File: config.mk
export PLATFORM = sky130hd
export DESIGN_NAME = song_player_flat
export DESIGN_NICKNAME = d
export VERILOG_FILES = /design/src/rtl/song_player_if.sv /design/src/rtl/song_player.sv /design/src/flat_wrapper.sv
export SDC_FILE = /design/constraint.sdc
export NUM_CORES = 1
export LEC_CHECK = 0
export BUFFER_PORTS_ARGS = -buffer_cell sky130_fd_sc_hd__buf_2
export CAP_MARGIN = 20
export CORE_MARGIN = 8
export CORE_UTILIZATION = 59
export DETAILED_ROUTE_END_ITERATION = 7
export GPL_TIMING_DRIVEN = 0
export PLACE_DENSITY = 0.79
export SLEW_MARGIN = 30
export SYNTH_ARGS = -nofsm -noshare
export SYNTH_HDL_FRONTEND = slang
export SYNTH_SLANG_ARGS = --single-unit
File: constraint.sdc
create_clock -name clk -period 3.23 [get_ports clk]
set_input_delay 0.646 -clock clk [delete_from_list [all_inputs] [get_ports clk]]
set_output_delay 0.646 -clock clk [all_outputs]
set_load 0.01 [all_outputs]
File: src/rtl/song_player_if.sv
// Signal bundle between the song player and its surroundings: control inputs
// from the song-select/pause controller, the note ROM bus, and the tone
// generator outputs.
interface song_player_if #(
   parameter int ADDR_W = 8
);
   logic [2:0]        mode;
   logic              pause;
   logic [1:0]        song_num;
   logic              learn_hit;
   logic [ADDR_W-1:0] rom_addr;
   logic [9:0]        rom_data;
   logic [3:0]        pitch;
   logic [1:0]        octave;
   logic              note_on;
   logic              song_done;

   // Environment side: drives controls and ROM data, observes the player.
   modport master (
      output mode, pause, song_num, learn_hit, rom_data,
      input  rom_addr, pitch, octave, note_on, song_done
   );

   // Player side.
   modport slave (
      input  mode, pause, song_num, learn_hit, rom_data,
      output rom_addr, pitch, octave, note_on, song_done
   );
endinterface

File: src/rtl/song_player.sv
// Song player: walks a song's note table in an external synchronous ROM and
// drives pitch/octave/note_on to the tone generator. Auto mode advances on a
// timed beat; learning mode holds each note until the player hits the key.
module song_player #(
   parameter int ADDR_W     = 8,
   parameter int UNIT_TICKS = 12_500_000,
   parameter int GAP_TICKS  = 1_000_000
) (
   input  logic         clk,
   input  logic         rst_n,
   song_player_if.slave bus
);
   localparam int OFF_W  = ADDR_W - 2;
   localparam int TICK_W = (UNIT_TICKS > 1) ? $clog2(UNIT_TICKS) : 1;
   localparam int GAP_W  = (GAP_TICKS > 1) ? $clog2(GAP_TICKS) : 1;

   typedef enum logic [2:0] {
      S_IDLE, S_FETCH, S_LOAD, S_PLAY, S_GAP, S_DONE
   } state_t;

   state_t              state_reg, state_next;
   logic [OFF_W-1:0]    offset_reg, offset_next;
   logic [ADDR_W-1:0]   rom_addr_reg, rom_addr_next;
   logic [3:0]          pitch_reg, pitch_next;
   logic [1:0]          octave_reg, octave_next;
   logic                note_on_reg, note_on_next;
   logic                song_done_reg, song_done_next;
   logic [3:0]          dur_reg, dur_next;
   logic [3:0]          unit_reg, unit_next;
   logic [TICK_W-1:0]   tick_reg, tick_next;
   logic [GAP_W-1:0]    gap_reg, gap_next;
   logic [1:0]          song_reg;
   logic [2:0]          mode_reg;

   logic active, auto_mode, mode_reg_active, restart, frozen;
   logic [OFF_W-1:0] offset_inc;

   assign active          = (bus.mode == 3'b011) || (bus.mode == 3'b111);
   assign auto_mode       = (bus.mode == 3'b011);
   assign mode_reg_active = (mode_reg == 3'b011) || (mode_reg == 3'b111);
   // A new song, or a flip between auto and learning, restarts the table.
   assign restart         = (bus.song_num != song_reg) ||
                            (active && mode_reg_active && (bus.mode != mode_reg));
   assign frozen          = auto_mode && bus.pause &&
                            ((state_reg == S_PLAY) || (state_reg == S_GAP));
   assign offset_inc      = offset_reg + 1'b1;

   // Next-state and output decode; inactive > restart > pause > hit/timer.
   always_comb begin
      state_next     = state_reg;
      offset_next    = offset_reg;
      rom_addr_next  = rom_addr_reg;
      pitch_next     = pitch_reg;
      octave_next    = octave_reg;
      note_on_next   = note_on_reg;
      song_done_next = song_done_reg;
      dur_next       = dur_reg;
      unit_next      = unit_reg;
      tick_next      = tick_reg;
      gap_next       = gap_reg;

      if (!active) begin
         state_next     = S_IDLE;
         offset_next    = '0;
         rom_addr_next  = '0;
         pitch_next     = '0;
         octave_next    = '0;
         note_on_next   = 1'b0;
         song_done_next = 1'b0;
         unit_next      = '0;
         tick_next      = '0;
         gap_next       = '0;
      end else if ((state_reg == S_IDLE) || restart) begin
         state_next     = S_FETCH;
         offset_next    = '0;
         rom_addr_next  = {bus.song_num, {OFF_W{1'b0}}};
         note_on_next   = 1'b0;
         song_done_next = 1'b0;
         unit_next      = '0;
         tick_next      = '0;
         gap_next       = '0;
      end else begin
         case (state_reg)
            // Address was presented on entry; ROM answers during LOAD.
            S_FETCH: state_next = S_LOAD;
            S_LOAD: begin
               if (bus.rom_data[9]) begin
                  state_next     = S_DONE;
                  song_done_next = 1'b1;
                  pitch_next     = '0;
                  note_on_next   = 1'b0;
               end else begin
                  state_next   = S_PLAY;
                  octave_next  = bus.rom_data[8:7];
                  pitch_next   = bus.rom_data[6:3];
                  dur_next     = {1'b0, bus.rom_data[2:0]} + 4'd1;
                  note_on_next = (bus.rom_data[6:3] != 4'd0);
                  unit_next    = '0;
                  tick_next    = '0;
               end
            end
            S_PLAY: begin
               if (frozen) begin
                  note_on_next = 1'b0;
               end else if (!auto_mode) begin
                  if ((pitch_reg == 4'd0) || bus.learn_hit) begin
                     state_next   = S_GAP;
                     note_on_next = 1'b0;
                     gap_next     = '0;
                  end else begin
                     note_on_next = 1'b1;
                  end
               end else begin
                  note_on_next = (pitch_reg != 4'd0);
                  if (tick_reg == TICK_W'(UNIT_TICKS - 1)) begin
                     tick_next = '0;
                     if (4'(unit_reg + 4'd1) == dur_reg) begin
                        state_next   = S_GAP;
                        note_on_next = 1'b0;
                        gap_next     = '0;
                     end else begin
                        unit_next = unit_reg + 4'd1;
                     end
                  end else begin
                     tick_next = tick_reg + 1'b1;
                  end
               end
            end
            S_GAP: begin
               note_on_next = 1'b0;
               if (!frozen) begin
                  if (gap_reg == GAP_W'(GAP_TICKS - 1)) begin
                     gap_next      = '0;
                     offset_next   = offset_inc;
                     rom_addr_next = {bus.song_num, offset_inc};
                     state_next    = S_FETCH;
                  end else begin
                     gap_next = gap_reg + 1'b1;
                  end
               end
            end
            S_DONE: begin
               song_done_next = 1'b1;
               note_on_next   = 1'b0;
               pitch_next     = '0;
            end
            default: state_next = S_IDLE;
         endcase
      end
   end

   // State and output registers.
   always_ff @(posedge clk or negedge rst_n) begin
      if (!rst_n) begin
         state_reg     <= S_IDLE;
         offset_reg    <= '0;
         rom_addr_reg  <= '0;
         pitch_reg     <= '0;
         octave_reg    <= '0;
         note_on_reg   <= 1'b0;
         song_done_reg <= 1'b0;
         dur_reg       <= '0;
         unit_reg      <= '0;
         tick_reg      <= '0;
         gap_reg       <= '0;
         song_reg      <= '0;
         mode_reg      <= '0;
      end else begin
         state_reg     <= state_next;
         offset_reg    <= offset_next;
         rom_addr_reg  <= rom_addr_next;
         pitch_reg     <= pitch_next;
         octave_reg    <= octave_next;
         note_on_reg   <= note_on_next;
         song_done_reg <= song_done_next;
         dur_reg       <= dur_next;
         unit_reg      <= unit_next;
         tick_reg      <= tick_next;
         gap_reg       <= gap_next;
         song_reg      <= bus.song_num;
         mode_reg      <= bus.mode;
      end
   end

   assign bus.rom_addr  = rom_addr_reg;
   assign bus.pitch     = pitch_reg;
   assign bus.octave    = octave_reg;
   assign bus.note_on   = note_on_reg;
   assign bus.song_done = song_done_reg;
endmodule

File: src/flat_wrapper.sv
// flat-port wrapper written by rule: the top's interface ports become plain ports
module song_player_flat 
#(
   parameter int ADDR_W     = 8,
   parameter int UNIT_TICKS = 12_500_000,
   parameter int GAP_TICKS  = 1_000_000
)
  (clk, rst_n, bus_mode, bus_pause, bus_song_num, bus_learn_hit, bus_rom_data, bus_rom_addr, bus_pitch, bus_octave, bus_note_on, bus_song_done);
  song_player_if #(.ADDR_W(ADDR_W)) bus_i ();
  input  logic clk;
  input  logic rst_n;
  input wire logic [$bits(bus_i.mode)-1:0] bus_mode;
  input wire logic [$bits(bus_i.pause)-1:0] bus_pause;
  input wire logic [$bits(bus_i.song_num)-1:0] bus_song_num;
  input wire logic [$bits(bus_i.learn_hit)-1:0] bus_learn_hit;
  input wire logic [$bits(bus_i.rom_data)-1:0] bus_rom_data;
  output wire logic [$bits(bus_i.rom_addr)-1:0] bus_rom_addr;
  output wire logic [$bits(bus_i.pitch)-1:0] bus_pitch;
  output wire logic [$bits(bus_i.octave)-1:0] bus_octave;
  output wire logic [$bits(bus_i.note_on)-1:0] bus_note_on;
  output wire logic [$bits(bus_i.song_done)-1:0] bus_song_done;
  assign bus_i.mode = bus_mode;
  assign bus_i.pause = bus_pause;
  assign bus_i.song_num = bus_song_num;
  assign bus_i.learn_hit = bus_learn_hit;
  assign bus_i.rom_data = bus_rom_data;
  assign bus_rom_addr = bus_i.rom_addr;
  assign bus_pitch = bus_i.pitch;
  assign bus_octave = bus_i.octave;
  assign bus_note_on = bus_i.note_on;
  assign bus_song_done = bus_i.song_done;
  song_player #(.ADDR_W(ADDR_W), .UNIT_TICKS(UNIT_TICKS), .GAP_TICKS(GAP_TICKS)) u_core (.clk(clk), .rst_n(rst_n), .bus(bus_i));
endmodule
==> impl_metrics.py <==
metrics = {
    "outcome": {
        "status": "complete, no violations",
    },
    "worst_setup_path": {
        "path_class": "reg -> reg",
        "arrival_ps": 2720,
        "cp-end-kind": "flip-flop",
        "required_ps": 3450,
        "rrSetupSlack_ps": 730,
        "cp_max_fo": 9,
        "start_kind": "flip-flop",
    },
    "sta": {
        "clock_skew_ps": 14.8,
        "setup_ws_ps": 733,
        "finalSetupViolations": 0,
        "fin_hold_ws_ps": 206,
        "rsz0062_at_grt": "no",
        "slew_headroom_pct": 39.1,
        "period_needed_ps": 2500,
        "period_share_pct": 77.3,
        "drv_slew": 0,
        "fmaxAchievable_mhz": 400,
        "finalSetupTns_ps": 0,
        "hold_viol_final": 0,
        "tightest_slew_ps": 902,
    },
    "synthesis": {
        "netlist_instances": 453,
        "synthArstFlopShare_pct": 100,
        "syn_area_per_cell_sq_um": 9.30,
        "synth_edf_count": 0,
        "synth-main-ff-cell": "dfrtp_1",
        "synth_nets": 477,
        "synthesis.area_sq_mm": 0.00421,
        "yosys_warnings": 0,
        "netlist-cell-type-count": 62,
        "synth-seq-area-share_pct": 45.1,
        "ys_ff_latch": 76,
    },
    "finish": {
        "mostFrequentLayoutCell": "dfrtp_1",
        "fillCellCount": 568,
        "postLayoutCellArea_sq_mm": 0.00476,
        "num_antenna_cells": 0,
        "fin_cells": 603,
        "drive_above_1_share_pct": 15.5,
        "final_cell_mix": "dfrtp_1, nor2_1, nand2_1",
        "area_growth_pct": 13.0,
        "nets": 523,
        "largest_register_ffs": 24,
        "fin_util_pct": 67.1,
    },
    "grt": {
        "grt_max_degree": 52,
        "antenna_found_initial": 0,
        "grt_usage_pct": 20.4,
        "grt_pass1_vias": 3566,
        "grt_pass1_wl_mm": 16.9,
        "gr-total-overflow": 0,
    },
    "routing": {
        "vias": 3749,
        "wire_per_inst_microns": 16.1,
        "routed_via_density": 6.22,
        "post-route-drc-count": 0,
        "drtIter0Drc": 318,
        "dr.pass1.iters": 5,
        "ant_nets": 0,
        "drt-total-wl_mm": 9.72,
    },
    "clocking": {
        "postCtsSetupBuffers": 0,
        "clk_pin_slew_worst_paths_ps": 80,
        "cts_buffer_depth": 2,
        "cts_sinks": 76,
        "ctsHtreeMaxLevel": 3,
        "cts_root_buf": "clkbuf_8",
        "postCtsHoldBufs": 0,
        "clock_latency_ps": 350,
        "cts_made_buffers": 9,
        "tritoncts": "built",
        "post_cts_resized": 0,
    },
    "floorplan": {
        "die_height_microns": 101,
        "num_rows": 31,
        "start_util_pct": 59.4,
        "die_w_microns": 101,
        "coreArea_sq_mm": 0.00710,
        "ios": 35,
        "dieArea_sq_mm": 0.0101,
    },
    "placement": {
        "port_buffers": 34,
        "dp.cells": 587,
        "dp_hpwl_mm": 6.75,
        "gp_congestion": 0.905,
        "dpl_cell_area_sq_mm": 0.00454,
        "place_ws_ps": 413,
    },
    "power": {
        "vdd_ir_drop_max_v": 0.000227,
        "p_per_area_mw_per_mm2": 391,
        "power_mw": 1.86,
        "leakagePower_nw": 1.98,
    },
    "run": {
        "cap_violations": 0,
    },
    "min_path": {
        "hp-class": "in -> async",
    },
}
-- final timing paths --
| path | to | cells after the start | from |
|---|---|---|---|
| setup / recovery | u_core.gap_reg[12] | 7 | u_core.gap_reg[0] |
| hold / removal | u_core.unit_reg[3] | 1 | rst_n |
| setup reg to reg | u_core.gap_reg[12] | 7 | u_core.gap_reg[0] |
| hold reg to reg | u_core.bus.rom_addr[6] | 2 | u_core.bus.rom_addr[6] |
| max in group asynchronous | u_core.tick_reg[17] | 2 | rst_n |
| min in group clk | u_core.song_reg[0] | 1 | bus_song_num[0] |
-- worst max-delay path, cell delays in order, from the launching register on --
cell,delay (ps)
dfrtp_1,410
ha_1,250
and3_1,260
nand4_1,230
o211ai_1,760
a31oi_1,100
o31ai_1,250
o31ai_1,110
-- cells by family after synthesis --
group	synth area share, %
simple gates	24.0
compound gates	19.2
flops	45.1
xor+xnor	5.61
buf+inv	3.06
mux	1.48
fa+ha+maj	1.48
-- power by group --
group          leakage (nW)  switching [mW]  internal, mW
Combinational         0.822          0.0593        0.0283
Clock                 0.116           0.362         0.456
Sequential             1.04         0.00230         0.956
Total                  1.98           0.423          1.44
-- final cells by class --
class                      count  area, sq um  area share (%)
multi-input combinational    350         2180            45.8
tap                           99          124            2.60
sequential                    76         1900            39.9
timing repair buffer          35          200            4.20
clock buffer                  10          138            2.89
clock inverter                 6         87.6            1.84
buffer                        19         98.8            2.08
inverter                       8         30.0           0.630
-- metal layers --
metal  wire (microns)  part of all wire [%]  track usage (%)
met5                0                     0                0
met4              134                   1.4             7.44
met3              527                   5.4             3.38
met2             4620                    48             33.0
met1             4440                    46             26.8
-- Yosys cell counts, types with 6 or more instances --
cell	instances	area (sq um)
dfrtp_1	76	1900
nor2_1	47	176
xor2_1	6	52.6
nand4_1	11	68.8
a21oi_1	19	95.1
nand3_1	16	80.1
nand2_1	45	169
nor3b_1	7	52.6
o21ai_0	35	175
xnor2_1	21	184
a31oi_1	10	62.6
o31ai_1	14	105
buf_2	7	35.0
nor3_1	19	95.1
and3_1	8	50.1
inv_1	8	30.0
clkbuf_1	7	26.3
No activity file was read; power rests on OpenSTA's default activity.
